==> src/rtl/cpu_pkg.sv <==
// Shared opcode map, sequencer states, IR field positions and
// register decode helpers for the control sequencer.
package cpu_pkg;

  localparam int OPC_HI = 31;
  localparam int OPC_LO = 27;
  localparam int RA_HI  = 26;
  localparam int RA_LO  = 23;
  localparam int RB_HI  = 22;
  localparam int RB_LO  = 19;
  localparam int RC_HI  = 18;
  localparam int RC_LO  = 15;

  localparam int MAX_REGS = 32;

  localparam logic [4:0] OP_ADD  = 5'b00011;
  localparam logic [4:0] OP_SUB  = 5'b00100;
  localparam logic [4:0] OP_AND  = 5'b00101;
  localparam logic [4:0] OP_OR   = 5'b00110;
  localparam logic [4:0] OP_SHR  = 5'b00111;
  localparam logic [4:0] OP_SHRA = 5'b01000;
  localparam logic [4:0] OP_SHL  = 5'b01001;
  localparam logic [4:0] OP_ROR  = 5'b01010;
  localparam logic [4:0] OP_ROL  = 5'b01011;
  localparam logic [4:0] OP_MUL  = 5'b01111;
  localparam logic [4:0] OP_DIV  = 5'b10000;
  localparam logic [4:0] OP_NEG  = 5'b10001;
  localparam logic [4:0] OP_NOT  = 5'b10010;
  localparam logic [4:0] OP_HALT = 5'b11011;

  typedef enum logic [3:0] {
    S_IDLE, S_T0, S_T1, S_T1W, S_T2, S_T3,
    S_T4, S_T5, S_T6, S_HALT, S_FAULT
  } state_t;

  typedef enum logic [2:0] {
    C_BIN, C_UNA, C_MULDIV, C_HALT, C_ILL
  } opc_class_t;

  typedef struct packed {
    logic pc_out;
    logic zhi_out;
    logic zlo_out;
    logic mdr_out;
    logic mar_in;
    logic pc_in;
    logic mdr_in;
    logic ir_in;
    logic y_in;
    logic inc_pc;
    logic read;
    logic hi_in;
    logic lo_in;
    logic zhi_in;
    logic zlo_in;
    logic done;
  } ctl_t;

  function automatic logic reg_valid(
    input logic [3:0] idx,
    input int         nregs
  );
    return int'(idx) < nregs;
  endfunction

  // Out-of-range indices decode to all zeros so no register is touched.
  function automatic logic [MAX_REGS-1:0] reg_onehot(
    input logic [3:0] idx,
    input int         nregs
  );
    logic [MAX_REGS-1:0] oh;
    oh = '0;
    if (reg_valid(idx, nregs))
      oh = MAX_REGS'(1) << idx;
    return oh;
  endfunction

endpackage

==> src/rtl/opcode_class.sv <==
// Combinational opcode classifier feeding the sequencer's
// instruction-path selection.
module opcode_class
  import cpu_pkg::*;
(
  input  logic [4:0] opcode,
  output opc_class_t cls
);

  always_comb begin
    cls = C_ILL;
    unique case (opcode)
      OP_ADD, OP_SUB, OP_AND, OP_OR, OP_SHR,
      OP_SHRA, OP_SHL, OP_ROR, OP_ROL:
        cls = C_BIN;
      OP_NEG, OP_NOT:
        cls = C_UNA;
      OP_MUL, OP_DIV:
        cls = C_MULDIV;
      OP_HALT:
        cls = C_HALT;
      default:
        cls = C_ILL;
    endcase
  end

endmodule

==> src/rtl/control_sequencer.sv <==
// Moore control sequencer: fetch with bounded memory wait,
// then per-class execute steps; outputs registered from next state.
module control_sequencer
  import cpu_pkg::*;
#(
  parameter int NREGS   = 16,
  parameter int OPC_W   = 5,
  parameter int MEM_TMO = 15
) (
  input  logic             clock,
  input  logic             clear,
  input  logic             run,
  input  logic [31:0]      ir,
  input  logic             mem_rdy,
  output logic             PCout,
  output logic             Zhighout,
  output logic             Zlowout,
  output logic             MDRout,
  output logic             MARin,
  output logic             PCin,
  output logic             MDRin,
  output logic             IRin,
  output logic             Yin,
  output logic             IncPC,
  output logic             Read,
  output logic             HIin,
  output logic             LOin,
  output logic             ZHighIn,
  output logic             ZLowIn,
  output logic [OPC_W-1:0] alu_op,
  output logic [NREGS-1:0] reg_in,
  output logic [NREGS-1:0] reg_out,
  output logic             done,
  output logic             fault
);

  localparam int CW = $clog2(MEM_TMO + 1);

  state_t           state, nxt;
  logic [CW-1:0]    cnt, cnt_nxt;
  ctl_t             ctl, ctl_nxt;
  logic [OPC_W-1:0] alu_q, alu_nxt;
  logic [NREGS-1:0] rin_q, rin_nxt;
  logic [NREGS-1:0] rout_q, rout_nxt;
  logic             fault_q;

  logic [4:0]       opc;
  logic [3:0]       ra, rb, rc;
  logic [NREGS-1:0] ra_oh, rb_oh, rc_oh;
  logic             regs_ok;
  opc_class_t       cls;
  logic             unused_ir;

  assign opc = ir[OPC_HI:OPC_LO];
  assign ra  = ir[RA_HI:RA_LO];
  assign rb  = ir[RB_HI:RB_LO];
  assign rc  = ir[RC_HI:RC_LO];
  assign unused_ir = ^ir[RC_LO-1:0];

  assign ra_oh = NREGS'(reg_onehot(ra, NREGS));
  assign rb_oh = NREGS'(reg_onehot(rb, NREGS));
  assign rc_oh = NREGS'(reg_onehot(rc, NREGS));
  assign regs_ok = reg_valid(ra, NREGS)
                && reg_valid(rb, NREGS)
                && reg_valid(rc, NREGS);

  opcode_class u_cls (
    .opcode (opc),
    .cls    (cls)
  );

  always_comb begin
    nxt     = state;
    cnt_nxt = cnt;
    unique case (state)
      S_IDLE: if (run) nxt = S_T0;
      S_T0:   nxt = S_T1;
      S_T1: begin
        cnt_nxt = '0;
        nxt     = mem_rdy ? S_T2 : S_T1W;
      end
      S_T1W: begin
        if (mem_rdy)
          nxt = S_T2;
        else if (cnt == CW'(MEM_TMO - 1))
          nxt = S_FAULT;
        else
          cnt_nxt = cnt + 1'b1;
      end
      S_T2: begin
        unique case (cls)
          C_HALT:  nxt = S_HALT;
          C_ILL:   nxt = S_FAULT;
          default: nxt = regs_ok ? S_T3 : S_FAULT;
        endcase
      end
      S_T3: nxt = S_T4;
      S_T4: nxt = (cls == C_UNA) ? S_IDLE : S_T5;
      S_T5: nxt = (cls == C_MULDIV) ? S_T6 : S_IDLE;
      S_T6: nxt = S_IDLE;
      S_HALT, S_FAULT: nxt = state;
      default: nxt = S_IDLE;
    endcase
  end

  // Decode the state being entered so every output is a flop.
  always_comb begin
    ctl_nxt  = '0;
    alu_nxt  = '0;
    rin_nxt  = '0;
    rout_nxt = '0;
    unique case (nxt)
      S_T0: begin
        ctl_nxt.pc_out = 1'b1;
        ctl_nxt.mar_in = 1'b1;
        ctl_nxt.inc_pc = 1'b1;
      end
      S_T1, S_T1W: begin
        ctl_nxt.read   = 1'b1;
        ctl_nxt.mdr_in = 1'b1;
      end
      S_T2: begin
        ctl_nxt.mdr_out = 1'b1;
        ctl_nxt.ir_in   = 1'b1;
      end
      S_T3: begin
        rout_nxt = rb_oh;
        if (cls == C_UNA) begin
          alu_nxt        = OPC_W'(opc);
          ctl_nxt.zlo_in = 1'b1;
        end else begin
          ctl_nxt.y_in = 1'b1;
        end
      end
      S_T4: begin
        if (cls == C_UNA) begin
          ctl_nxt.zlo_out = 1'b1;
          ctl_nxt.done    = 1'b1;
          rin_nxt         = ra_oh;
        end else begin
          rout_nxt       = rc_oh;
          alu_nxt        = OPC_W'(opc);
          ctl_nxt.zlo_in = 1'b1;
          ctl_nxt.zhi_in = (cls == C_MULDIV);
        end
      end
      S_T5: begin
        ctl_nxt.zlo_out = 1'b1;
        if (cls == C_MULDIV) begin
          ctl_nxt.lo_in = 1'b1;
        end else begin
          rin_nxt      = ra_oh;
          ctl_nxt.done = 1'b1;
        end
      end
      S_T6: begin
        ctl_nxt.zhi_out = 1'b1;
        ctl_nxt.hi_in   = 1'b1;
        ctl_nxt.done    = 1'b1;
      end
      S_HALT: ctl_nxt.done = (state != S_HALT);
      default: ;
    endcase
  end

  always_ff @(posedge clock) begin
    if (clear) begin
      state   <= S_IDLE;
      cnt     <= '0;
      ctl     <= '0;
      alu_q   <= '0;
      rin_q   <= '0;
      rout_q  <= '0;
      fault_q <= 1'b0;
    end else begin
      state   <= nxt;
      cnt     <= cnt_nxt;
      ctl     <= ctl_nxt;
      alu_q   <= alu_nxt;
      rin_q   <= rin_nxt;
      rout_q  <= rout_nxt;
      fault_q <= (nxt == S_FAULT);
    end
  end

  assign PCout    = ctl.pc_out;
  assign Zhighout = ctl.zhi_out;
  assign Zlowout  = ctl.zlo_out;
  assign MDRout   = ctl.mdr_out;
  assign MARin    = ctl.mar_in;
  assign PCin     = ctl.pc_in;
  assign MDRin    = ctl.mdr_in;
  assign IRin     = ctl.ir_in;
  assign Yin      = ctl.y_in;
  assign IncPC    = ctl.inc_pc;
  assign Read     = ctl.read;
  assign HIin     = ctl.hi_in;
  assign LOin     = ctl.lo_in;
  assign ZHighIn  = ctl.zhi_in;
  assign ZLowIn   = ctl.zlo_in;
  assign done     = ctl.done;
  assign alu_op   = alu_q;
  assign reg_in   = rin_q;
  assign reg_out  = rout_q;
  assign fault    = fault_q;

endmodule

==> config.mk <==
export PLATFORM = sky130hd
export DESIGN_NAME = control_sequencer
export DESIGN_NICKNAME = d
export VERILOG_FILES = /design/src/rtl/cpu_pkg.sv /design/src/rtl/opcode_class.sv /design/src/rtl/control_sequencer.sv
export SDC_FILE = /design/constraint.sdc
export NUM_CORES = 1
export LEC_CHECK = 0
export CORE_MARGIN = 2
export CORE_UTILIZATION = 45
export DETAILED_ROUTE_END_ITERATION = 16
export PLACE_DENSITY = 0.79
export SYNTH_ARGS = -nofsm -noshare
export SYNTH_HDL_FRONTEND = slang
export SYNTH_SLANG_ARGS = --single-unit
==> constraint.sdc <==
create_clock -name clock -period 2.5 [get_ports clock]
set_input_delay 0.25 -clock clock [delete_from_list [all_inputs] [get_ports clock]]
set_output_delay 0.25 -clock clock [all_outputs]
set_load 0.05 [all_outputs]
Yosys cells after proc, flatten, opt, wreduce, memory -nomap -nowiden
Memory sizes are Yosys's and may differ from the RTL's.
Index checks and enable logic that the tools add are counted.
{ "classes": {"reduce_logical": 8, "bitwise": 3, "shifts": 3, "addsub": 1, "mux": 31, "n_eq_ne": 27} }
{ "ops": {"columns": ["op", "count"], "rows": [
  ["$pmux W16 S2", 2],
  ["$mux W16", 3],
  ["$shl A1 B4 Y16 const A", 3],
  ["$pmux W4 S9", 1],
  ["$eq A4 B3 Y1 const B", 8],
  ["$eq A4 B4 Y1 const B", 6],
  ["$mux W4", 6],
  ["$eq A4 B2 Y1 const B", 4],
  ["$pmux W4 S2", 2],
  ["$mux W5", 2],
  ["$pmux W5 S2", 1],
  ["$mux W1", 9],
  ["$eq A4 B1 Y1 const B", 2],
  ["$reduce_or A2 Y1", 4],
  ["$eq A3 B2 Y1 const B", 2],
  ["$mux W3", 2],
  ["$add A4 B1 Y4 const B", 1],
  ["$logic_not A4 Y1", 1],
  ["$ne A2 B2 Y1 const B", 2],
  ["$ne A4 B4 Y1 const B", 1],
  ["$pmux W1 S2", 2],
  ["$pmux W1 S4", 1],
  ["$eq A3 B1 Y1 const B", 1],
  ["$eq A3 B3 Y1 const B", 1],
  ["other kinds (4)", 6]
]} }
{ "word_totals": {"input_bits": 36, "rom_bits": 96, "memories": 1, "reg_bits": 57} }
{ "mem_list": {"columns": ["name", "depth", "width", "read_ports", "rd_clocked_by_memory_dff", "wr", "line_no", "source"], "rows": [
  ["(name not given)", 32, 3, 1, 0, 0, "opcode_class.sv:12", "unique case (opcode)"]
]} }

Logic depth before layout (Yosys ltp)
Gate-level depths: netlist (run 1).
{ "depth": {"ltp_word": 7, "mapped_depth": 11, "ltp_nobuf": 9} }

Hierarchy
Synthesis (run 1) repeated with hierarchy kept, for this count alone.
{ "hier_totals": {"cells_unflattened": 284, "area_unflattened_um2": 2690.1} }
{ "by_module_without_submodules": {"columns": ["module", "area_each_um2", "n_inst", "seq_area_each_um2", "cells_per_inst"], "rows": [
  ["control_sequencer", 2566.2, 1, 1121.1, 268],
  ["opcode_class", 123.9, 1, 0.0, 16]
]} }

Worst setup path after synthesis (run 1)
Ideal clock, no wire load.
{ "synth_path": {"path_type": "input -> register", "start": "in ir[27]", "end": "reg ctl (netlist bit Read)", "stages": 11, "path_slack_ns": 0.474, "arrival_ns": 1.911, "path_cell_list": "inv_1 -> ha_1 -> nor3b_1 -> and3b_1 -> buf_4 -> nor2_4 -> a311o_2 -> nand2b_1 -> buf_6 -> inv_1 -> and3_1"} }
{ "synth_between": {"elab_chain_cells": 7} }
{ "synth_lines": {"columns": ["element", "line_no", "source"], "rows": [
  ["start: declaration", "control_sequencer.sv:13", "input logic [31:0] ir,"],
  ["$mem_v2 Z32 W3 *", null, null],
  ["$eq A3 B3 Y1, or another cell as far along", "control_sequencer.sv:91", "unique case (cls)"],
  ["$pmux W4 S2, or another cell as far along", "control_sequencer.sv:91", null],
  ["$pmux W4 S9 *", "control_sequencer.sv:75", "unique case (state)"],
  ["$eq A4 B2 Y1", "control_sequencer.sv:112", "unique case (nxt)"],
  ["$reduce_or A2 Y1 *", "control_sequencer.sv:112", null],
  ["$mux W1 *", "control_sequencer.sv:112", null],
  ["end signal: assignment", "control_sequencer.sv:178", "ctl <= ctl_nxt;"],
  ["end: declaration", "control_sequencer.sv:41", "ctl_t ctl, ctl_nxt;"]
]} }
Every way passes the cells marked *; elsewhere a longest branch is shown, timed or not.
A chain may end at the register's enable or synchronous reset.

Worst setup path in the final report (run 1)
{ "layout_path": {"start": "in ir[27]", "end": "reg rout_q[8], in the netlist reg_out[8]"} }
{ "layout_between": {"elab_chain_cells": 6} }
{ "layout_lines": {"columns": ["element", "line_no", "source"], "rows": [
  ["$mem_v2 Z32 W3 *", null, null],
  ["$eq A3 B3 Y1, or another cell as far along", "control_sequencer.sv:91", null],
  ["$pmux W4 S2, or another cell as far along", "control_sequencer.sv:91", null],
  ["$pmux W4 S9", "control_sequencer.sv:75", null],
  ["$eq A4 B3 Y1", "control_sequencer.sv:112", null],
  ["$pmux W16 S2 *", "control_sequencer.sv:112", null],
  ["end signal: assignment", "control_sequencer.sv:181", "rout_q <= rout_nxt;"],
  ["end: declaration", "control_sequencer.sv:44", "logic [NREGS-1:0] rout_q, rout_nxt;"]
]} }
Marks and branches as above.

==> results of run 1 <==
-- synthesized netlist by cell type, types with 2 or more instances --
master    instances
dfxtp_1          56
nor2_1           28
nor4_1           20
a21oi_1          13
nand2b_1         13
nor2b_1          13
a22oi_1          10
nor3_1           10
nand2_1           9
buf_4             8
inv_1             6
nand4_1           6
and3_1            5
buf_6             5
ha_1              5
nand3_1           5
nor3b_1           5
or2_2             5
clkbuf_1          4
mux2i_1           4
nand3b_1          4
buf_2             3
nand4b_1          3
o21ai_0           3
and2_1            2
and3b_1           2
nor4b_2           2
o21bai_1          2
xor2_1            2
-- area by class of cell --
class	count	area share
Clock buffer	5	0.01882
Clock inverter	3	0.007184
Inverter	6	0.006158
Multi-Input combinational cell	199	0.3705
Sequential cell	56	0.3065
Tap cell	72	0.02463
Timing Repair Buffer	102	0.2662
-- stage by stage --
stage,total power [mW],instance area (sq um),worst slack [ps]
global placement,1.372,3556,-150.3
floorplan,1.243,2639,473.8
CTS,1.894,3651,135.1
global route,1.967,3657,1.039
detailed placement,1.380,3556,-188.8
finish,1.881,3657,132.8
-- routing by layer --
metal	vias to the layer above	part of all wire	global-route usage
li1	1188	-	-
met5	-	0	0
met1	1119	0.44	0.2497
met3	9	0.061	0.04607
met4	0	0.015	0.06949
met2	84	0.48	0.3300
-- repair_timing --
item / CTS / global route
resized for setup: 0 / 2
setup endpoints to repair: 0 / 11
hold buffers: 0 / 0
-- sequential cells by signal (all words and copies together) (netlist names), 4 cells and up --
signal	flops
reg_in	16
reg_out	16
alu_op	5
cnt	4
state	4
-- critical path, delay by kind of cell --
| kind | cells | cell delay (ps) |
|---|---|---|
| buf+inv | 2 | 580 |
| compound gates | 3 | 910 |
| fa+ha+maj | 1 | 250 |
| mux | 1 | 290 |
| simple gates | 2 | 320 |
-- worst max-delay path by stage --
stage | start | to
after CTS | ir[27] | reg_out[8]
after detailed placement | ir[27] | reg_out[8]
after global placement | ir[28] | reg_in[9]
after floorplan | ir[27] | Read
after global routing | ir[27] | reg_in[5]
final | ir[27] | reg_out[8]
-- power groups by stage --
stage	sequential (mW)	clock (mW)	combinational (mW)
CTS	0.942	0.528	0.424
global route	0.946	0.563	0.458
global placement	0.961	0	0.412
floorplan	0.973	0	0.270
finish	0.942	0.511	0.428
detailed placement	0.961	0	0.419
-- cells by family (layout without fill, tap and decap cells) --
family | count (synthesis) | after routing
AOI/OAI and AO/OA | 44 | 44
buffers and inverters | 26 | 116
adders and majority gates | 5 | 5
muxes | 5 | 5
other | 1 | 1
xor gates and xnor gates | 2 | 2
DFF | 56 | 56
and+or+nand+nor | 142 | 142
-- cells in the final DEF (no fill, tap or decap), types with 2 or more instances in the layout --
master,count
clkdlybuf4s50_1,73
dfxtp_1,56
nor2_1,28
buf_4,27
nor4_1,20
nor2b_1,13
nand2b_1,13
a21oi_1,13
nor3_1,10
a22oi_1,10
nand2_1,9
inv_1,6
nand4_1,6
nor3b_1,5
and3_1,5
nand3_1,5
or2_2,5
ha_1,5
clkbuf_8,5
nand3b_1,4
mux2i_1,4
o21ai_0,3
nand4b_1,3
and2_1,2
o21bai_1,2
a211oi_2,2
xor2_1,2
nor4b_2,2
clkinvlp_4,2
buf_12,2
==> metrics.yaml, run 1 <==
yosys:
  synth-edff-count: 0
  netlist_area_sq_um: 2639
  synth-xor-area-share: 0.006638
  async_flop_share: 0
  muxShareOfSynthArea: 0.02086
  synth_top_cell_area_share: 0.4248
  synth_top_family_by_area: "simple AND/OR/NAND/NOR gates"
  ys_seq_elements: 56
  syn_inst: 281
  avgSynthCellArea_sq_um: 9.391
  yosysTopAreaCell: "dfxtp_1"
  synth_cell_types: 57
  ys_top_cells_by_area: "dfxtp_1 (42%), nor4_1 (4.7%), nor2_1 (4.0%)"
  synth_flop_cell: "dfxtp_1"
  synth-seq-area-share: 0.4248
  synth-compound-area-share: 0.1318
  synthAdderAreaFrac: 0.02371
  yosys.area_share.simple: 0.3267
  yosysWarnings: 0
  syn_nets: 322
run_status:
  status: "finished clean"
layout:
  fill_cells: 473
  utilization: 0.6561
  nNetsFinal: 411
  drive_above_1_share: 0.1671
  multi_input_area_sq_um: 1355
  diodes: 0
  final_cells: 443
  area_growth_pct: 38.60
  regArea_sq_um: 1121
sta:
  finalCritPeriodShare: 0.9469
  final.setup.tns_ps: 0
  whs_ps: 561.2
  fmax_mhz: 422.4
  hold_violations: 0
  worstMarginPinSlew_ps: 595.6
  skew_ps: 8.381
  final_max_slew_viol_count: 0
  period_minus_slack_ps: 2367
  rsz0062_at_grt: "no"
  final-setup-viol-count: 0
  slew_headroom: 0.6027
route:
  via_per_inst: 5.418
  wire_per_inst_um: 14.33
  vias: 2400
  initialDrtViolationCount: 143
  routed_wl_mm: 6.346
  drtAntennaViolNets: 0
  firstDrtPassIters: 4
  drcViolationCount: 0
floorplan:
  core_area_sq_um: 5574
  fp.dieArea_sq_um: 6492
  initial_utilization: 0.4734
  row_count: 27
  die_w_um: 80.58
  design.portCount: 90
  fp.dieH_um: 80.58
worst_setup_path:
  arrival_ps: 2610
  max_stage_delay_ps: 510
  cp-start-kind: "input pin"
  worstPathRequired_ps: 2750
  crit_type: "in -> reg"
  crit_chain: "clkdlybuf4s50_1 -> buf_4 -> ha_1 -> mux2_4 -> a21oi_4 -> nand4_2 -> a2111oi_4 -> a22oi_1 -> nor2_1"
  end_kind: "flop"
  r2r_setup_slack_ps: 420
  critPathSlowestCell: "a2111oi_4"
  cp_max_fo: 9
  r2r-end: "reg_in[5]"
  rr_worst_depth: 6
  reg2reg_from: "state[1]"
global_route:
  grt_max_degree: 20
  gr-total-overflow: 0
  antenna_found_initial: 0
  grtUsageTotal: 0.1981
  grt_pass1_vias: 2184
  grt_pass1_wl_mm: 10.05
placement:
  gp_congestion: 0.9455
  dp_cells: 435
  io_buffers: 73
  dp_hpwl_mm: 4.786
clock_network:
  clk-insertion-delay-late_ps: 310
  root_buffer: "clkbuf_8"
  clkSinkCount: 56
  cts_max_level: 2
  cts_setup_buffers: 0
  cts_tree: "built"
  cts_inserted_buffers: 5
  clk_pin_slew_worst_paths_ps: 100
  cts_buffer_depth: 2
hold_path:
  hold_start: "cnt[3]"
  hold_path.class: "reg -> reg"
  min_to: "cnt[3]"
  worstHoldPathCells: 2
power:
  power_density_nw_per_um2: 514.4
  power_frac_comb: 0.227
  p_leak_nw: 1.290
  seqPwrFrac: 0.501
  switchingPower_mw: 0.5851
  swShare: 0.3110
  peakVddDrop_mv: 0.3504
  p_clk_frac: 0.272
  p_int_mw: 1.296
run:
  maxCapViolations: 0
Power figures use the tool's default switching activity.
==> run 2: changes to the inputs <==
--- a/config.mk
+++ b/config.mk
@@ -5,7 +5,7 @@
 export SDC_FILE = /design/constraint.sdc
 export NUM_CORES = 1
 export LEC_CHECK = 0
-export CORE_MARGIN = 2
+export CORE_MARGIN = 3
 export CORE_UTILIZATION = 45
 export DETAILED_ROUTE_END_ITERATION = 16
 export PLACE_DENSITY = 0.79
==> run 2 against run 1 <==
Sequential share of layout area decreased by 0.36 points. Total power is essentially flat. Non-clock buffer count increased by 5. Core utilization up 0.79 points. Register-to-register slack gained 70 ps. Flip-flop and latch count unchanged. Setup slack worse by 9.8 ps. Clock skew shrank 5.7 ps. Highest routed layer unchanged.
==> metrics.yaml, run 2 (synthesis gave the netlist of run 1 again) <==
worst_setup_path:
  crit_end: "reg_in[15]"
  r2r_setup_slack_ps: 490
  end_kind: "flop"
  crit_top_cell: "buf_4"
  crit_chain: "clkdlybuf4s50_1 -> buf_4 -> ha_1 -> buf_4 -> o21ai_0 -> a211oi_1 -> mux2i_1 -> a2bb2oi_2 -> buf_12 -> nor4_1"
  worstPathRequired_ps: 2710
  cp-start-kind: "input pin"
  crit_type: "in -> reg"
  r2r-end: "reg_out[13]"
  rr_worst_depth: 7
  cp_max_fo: 17
  max_stage_delay_ps: 480
  startpoint: "ir[27]"
  critPathSlowestCell: "clkdlybuf4s50_1"
  reg2reg_from: "state[0]"
  arrival_ps: 2590
sta:
  hold_violations: 0
  final_max_slew_viol_count: 0
  skew_ps: 2.665
  period_minus_slack_ps: 2377
  timing.final.ws_setup_ps: 123.0
  slew_headroom: 0.6263
  worstMarginPinSlew_ps: 560.2
  final-setup-viol-count: 0
  finalCritPeriodShare: 0.9508
  fmax_mhz: 420.7
route:
  drcViolationCount: 0
  wire_per_inst_um: 13.81
  firstDrtPassIters: 4
  drtAntennaViolNets: 0
  initialDrtViolationCount: 92
  routed_wl_mm: 6.188
  via_per_inst: 5.350
  vias: 2397
placement:
  pre_cts_ws_ps: -226.6
  gp_congestion: 0.9157
  dp_hpwl_mm: 4.717
  io_buffers: 73
  dp_cells: 438
layout:
  regArea_sq_um: 1121
  final_cell_mix: "clkdlybuf4s50_1 (73), dfxtp_1 (56), buf_4 (31), nor2_1 (28), nor4_1 (20)"
  diodes: 0
  area_growth_pct: 40.26
  multi_input_area_sq_um: 1350
  fill_cells: 465
  mostFrequentLayoutCell: "clkdlybuf4s50_1"
  nNetsFinal: 416
  drive_above_1_share: 0.1755
  final_cells: 448
power:
  p_leak_nw: 1.322
  power_density_nw_per_um2: 508.2
  peakVddDrop_mv: 0.4948
floorplan:
  design.portCount: 90
  initial_utilization: 0.4734
  core_area_sq_um: 5574
  fp.dieH_um: 82.58
  row_count: 27
  fp.dieArea_sq_um: 6819
  die_w_um: 82.58
clock_network:
  clkSinkCount: 56
  clk_pin_slew_worst_paths_ps: 100
  hold_buffers: 0
  cts_tree: "built"
  cts_buffer_depth: 2
  cts_inserted_buffers: 5
  cts_max_level: 2
  root_buffer: "clkbuf_8"
  clk-insertion-delay-late_ps: 310
global_route:
  grtUsageTotal: 0.1875
  grt_pass1_wl_mm: 9.901
  gr-total-overflow: 0
  grt_max_degree: 20
  grt_pass1_vias: 2231
  antenna_found_initial: 0
run:
  maxCapViolations: 0
run_status:
  status: "finished clean"
hold_path:
  hold_path.class: "reg -> reg"
[run 2: cell count changes in the layout (fill, tap and decap cells not counted), sizes merged]
cell	before	now
clkinvlp	2	1
buf	29	34
inv	7	8
[run 2: worst min-delay path by stage]
stage	from	end	slack (ps)	depth (start not counted)
after global placement	cnt[3]	cnt[3]	520	2
after floorplan	ir[28]	alu_op[1]	400	2
after detailed placement	cnt[3]	cnt[3]	540	2
after global routing	cnt[1]	cnt[1]	600	2
final	cnt[3]	cnt[3]	550	2
after CTS	cnt[3]	cnt[3]	560	2
[run 2: metal layers]
metal | track usage | wire length (um) | up-vias
li1 | - | - | 1193
met5 | 0 | 0 | -
met2 | 0.3309 | 3152 | 76
met4 | 0.05882 | 61 | 0
met1 | 0.2262 | 2635 | 1122
met3 | 0.04013 | 338 | 6
[run 2: critical path: cells and delay by family]
family                   cells  cell delay, ps
buffers and inverters        4             900
AO/OA/AOI/OAI                3             740
AND/OR/NAND/NOR              1             290
adder cells (fa/ha/maj)      1             250
multiplexers                 1             160
[run 2: area by class of cell]
cell class                      count  area share
Multi-Input combinational cell    199      0.3648
Tap cell                           72     0.02434
Timing Repair Buffer              107      0.2765
Inverter                            6    0.006085
Clock buffer                        5     0.01859
Sequential cell                    56      0.3029
Clock inverter                      3    0.006761
[run 2: stage by stage]
step / cell area (sq um) / hold WS, ps / util / setup TNS [ps] / total power [mW]
5_1_grt: 3701 / 595.0 / 0.6640 / -9.790 / 1.970
6_report: 3701 / 550.8 / 0.6640 / 0 / 1.881
3_5_place_dp: 3591 / 538.6 / 0.6442 / -8441 / 1.386
3_3_place_gp: 3591 / 519.0 / 0.6442 / -6135 / 1.381
2_1_floorplan: 2639 / 395.9 / - / 0 / 1.243
4_1_cts: 3685 / 564.1 / 0.6611 / 0 / 1.893
[run 2: power by group]
part           switching, mW  internal (mW)
sequential            0.0315          0.909
combinational          0.242          0.189
clock                  0.304          0.205
[run 2: what timing repair did]
action                     4_1_cts  5_1_grt
setup endpoints to repair        0       38
buffers inserted                 0        2
resized for setup                0        1
==> run 3: changes to the inputs <==
--- a/config.mk
+++ b/config.mk
@@ -5,10 +5,11 @@
 export SDC_FILE = /design/constraint.sdc
 export NUM_CORES = 1
 export LEC_CHECK = 0
+export ABC_AREA = 1
 export CORE_MARGIN = 3
 export CORE_UTILIZATION = 45
 export DETAILED_ROUTE_END_ITERATION = 16
-export PLACE_DENSITY = 0.79
+export PLACE_DENSITY = 0.8
 export SYNTH_ARGS = -nofsm -noshare
 export SYNTH_HDL_FRONTEND = slang
 export SYNTH_SLANG_ARGS = --single-unit
==> run 3 against run 2 <==
Fmax grew 19%. Flip-flop and latch count stayed put. Hold slack got worse by 74 ps. Largest cell class unchanged. Synthesized cell count increased by 28%. Synthesized area down 2.4%.
==> metrics.yaml, run 3 <==
route:
  initialDrtViolationCount: 212
  routed_wl_mm: 5.615
  firstDrtPassIters: 4
  via_per_inst: 4.852
  drcViolationCount: 0
  drtAntennaViolNets: 0
  vias: 2426
  wire_per_inst_um: 11.23
worst_setup_path:
  end_kind: "flop"
  rr_worst_depth: 7
  reg2reg_from: "state[3]"
  r2r_setup_slack_ps: 710
  startpoint: "ir[27]"
  crit_end: "reg_out[7]"
  cp-start-kind: "input pin"
  arrival_ps: 2230
  crit_type: "in -> reg"
  r2r-end: "reg_out[7]"
  worstPathRequired_ps: 2730
  cp_max_fo: 12
layout:
  drive_above_1_share: 0.07209
  final_cell_mix: "clkdlybuf4s50_1 (73), nand2_1 (61), dfxtp_1 (56), nor2_1 (50), inv_1 (49)"
  mostFrequentLayoutCell: "clkdlybuf4s50_1"
  utilization: 0.6425
  nNetsFinal: 470
  final_cells: 500
  area_growth_pct: 32.31
  diodes: 0
sta:
  period_minus_slack_ps: 1995
  final-setup-viol-count: 0
  finalCritPeriodShare: 0.7981
  worstMarginPinSlew_ps: 513.4
  skew_ps: 11.24
  rsz0062_at_grt: "no"
  final_max_slew_viol_count: 0
  final.setup.tns_ps: 0
  slew_headroom: 0.6566
  fmax_mhz: 501.2
  hold_violations: 0
clock_network:
  cts_max_level: 2
  cts_tree: "built"
  clk-insertion-delay-late_ps: 310
  cts_buffer_depth: 2
  clk_pin_slew_worst_paths_ps: 100
  root_buffer: "clkbuf_8"
  cts_setup_buffers: 0
  cts_inserted_buffers: 5
  cts_resized: 0
  clkSinkCount: 56
  hold_buffers: 0
yosys:
  yosysWarnings: 0
  synth-edff-count: 0
  syn_inst: 360
  async_flop_share: 0
  synth-seq-area-share: 0.4354
  yosysTopAreaCell: "dfxtp_1"
  avgSynthCellArea_sq_um: 7.153
  yosys.cell_count.top_type: "nand2_1"
  ys_top_cells_by_area: "dfxtp_1 (44%), nand2_1 (8.9%), nand3_1 (8.6%)"
  syn_nets: 401
  synth_flop_cell: "dfxtp_1"
  yosys-top-cells-count: "nand2_1 (61), dfxtp_1 (56), nor2_1 (50), inv_1 (49), nand3_1 (44)"
  ys_seq_elements: 56
  synth_top_cell_area_share: 0.4354
  synth_cell_types: 28
  netlist_area_sq_um: 2575
floorplan:
  die_w_um: 81.65
  row_count: 26
  fp.dieArea_sq_um: 6666
  core_area_sq_um: 5303
  design.portCount: 90
  fp.dieH_um: 81.65
  initial_utilization: 0.4856
power:
  power_density_nw_per_um2: 523.4
  total_power_mw: 1.783
  p_leak_nw: 1.463
  peakVddDrop_mv: 0.2359
global_route:
  grt_max_degree: 20
  antenna_found_initial: 0
  gr-total-overflow: 0
  grtUsageTotal: 0.1727
  grt_pass1_vias: 2102
  grt_pass1_wl_mm: 9.108
placement:
  io_buffers: 73
  dp_cells: 492
  dp_hpwl_mm: 4.387
  gp_congestion: 0.9201
run:
  maxCapViolations: 0
run_status:
  status: "finished clean"
hold_path:
  hold_path.class: "reg -> reg"
==> run 3: cell count changes after synthesis, moves of 10 or more <==
cell | previous run | this run
nor4_1 | 20 | 0
a22oi_1 | 10 | 0
nand2b_1 | 13 | 0
nor2b_1 | 13 | 0
nand2_1 | 9 | 61
nor2_1 | 28 | 50
nor3_1 | 10 | 26
inv_1 | 6 | 49
nand3_1 | 5 | 44
==> run 3: critical path, stage by stage <==
cell	delay, ps
clkdlybuf4s50_1	510
inv_1	80
ha_1	290
nand2_1	70
nand2_1	60
nand2_2	110
nor2_2	60
nand2_2	80
nand3_2	110
inv_1	300
nand3_1	140
a21oi_1	170
==> run 3: how the worst min path moves through the flow <==
stage            from   endpoint  slack, ps  depth (start not counted)
5_1_grt        cnt[1]     cnt[1]        530                          2
2_1_floorplan  ir[28]  alu_op[1]        390                          2
3_3_place_gp   cnt[3]     cnt[3]        460                          2
4_1_cts        cnt[3]     cnt[3]        480                          2
3_5_place_dp   cnt[3]     cnt[3]        460                          2
6_report       cnt[3]     cnt[3]        480                          2
==> run 3: power by group <==
part	switching [mW]	leakage (nW)	internal, mW
sequential	0.0226	0.452	0.913
combinational	0.224	0.966	0.119
clock	0.300	0.0452	0.205
total	0.546	1.46	1.24
==> run 3: cells by family after synthesis <==
family	count (synthesis)	share of synthesized area
buffers and inverters	66	0.1142
and+or+nand+nor	199	0.3484
AOI/OAI and AO/OA	33	0.07630
adders and majority gates	5	0.02430
other	1	0.001456
DFF	56	0.4354
==> run 3: layout make-up <==
type	instances	area, sq um
fill	475	1896
tap	70	87.58
clock inverter	3	25.02
inverter	53	198.9
timing repair buffer	75	745.7
sequential	56	1121
multi-input combinational	238	1160
clock buffer	5	68.82
==> run 3: per-stage QoR <==
stage                     worst slack [ps]  hold WS [ps]  instance area, sq um
after global routing                 350.8         529.0                  3407
after CTS                            512.4         479.1                  3407
after floorplan                      960.1         388.2                  2575
final                                504.8         476.7                  3407
after global placement               216.1         457.8                  3313
after detailed placement             177.9         461.8                  3313
==> run 3: routing by layer <==
layer,global-route usage,part of all wire
met1,0.2168,0.44
met2,0.3037,0.50
met3,0.02851,0.047
met4,0.04983,0.012
met5,0,0
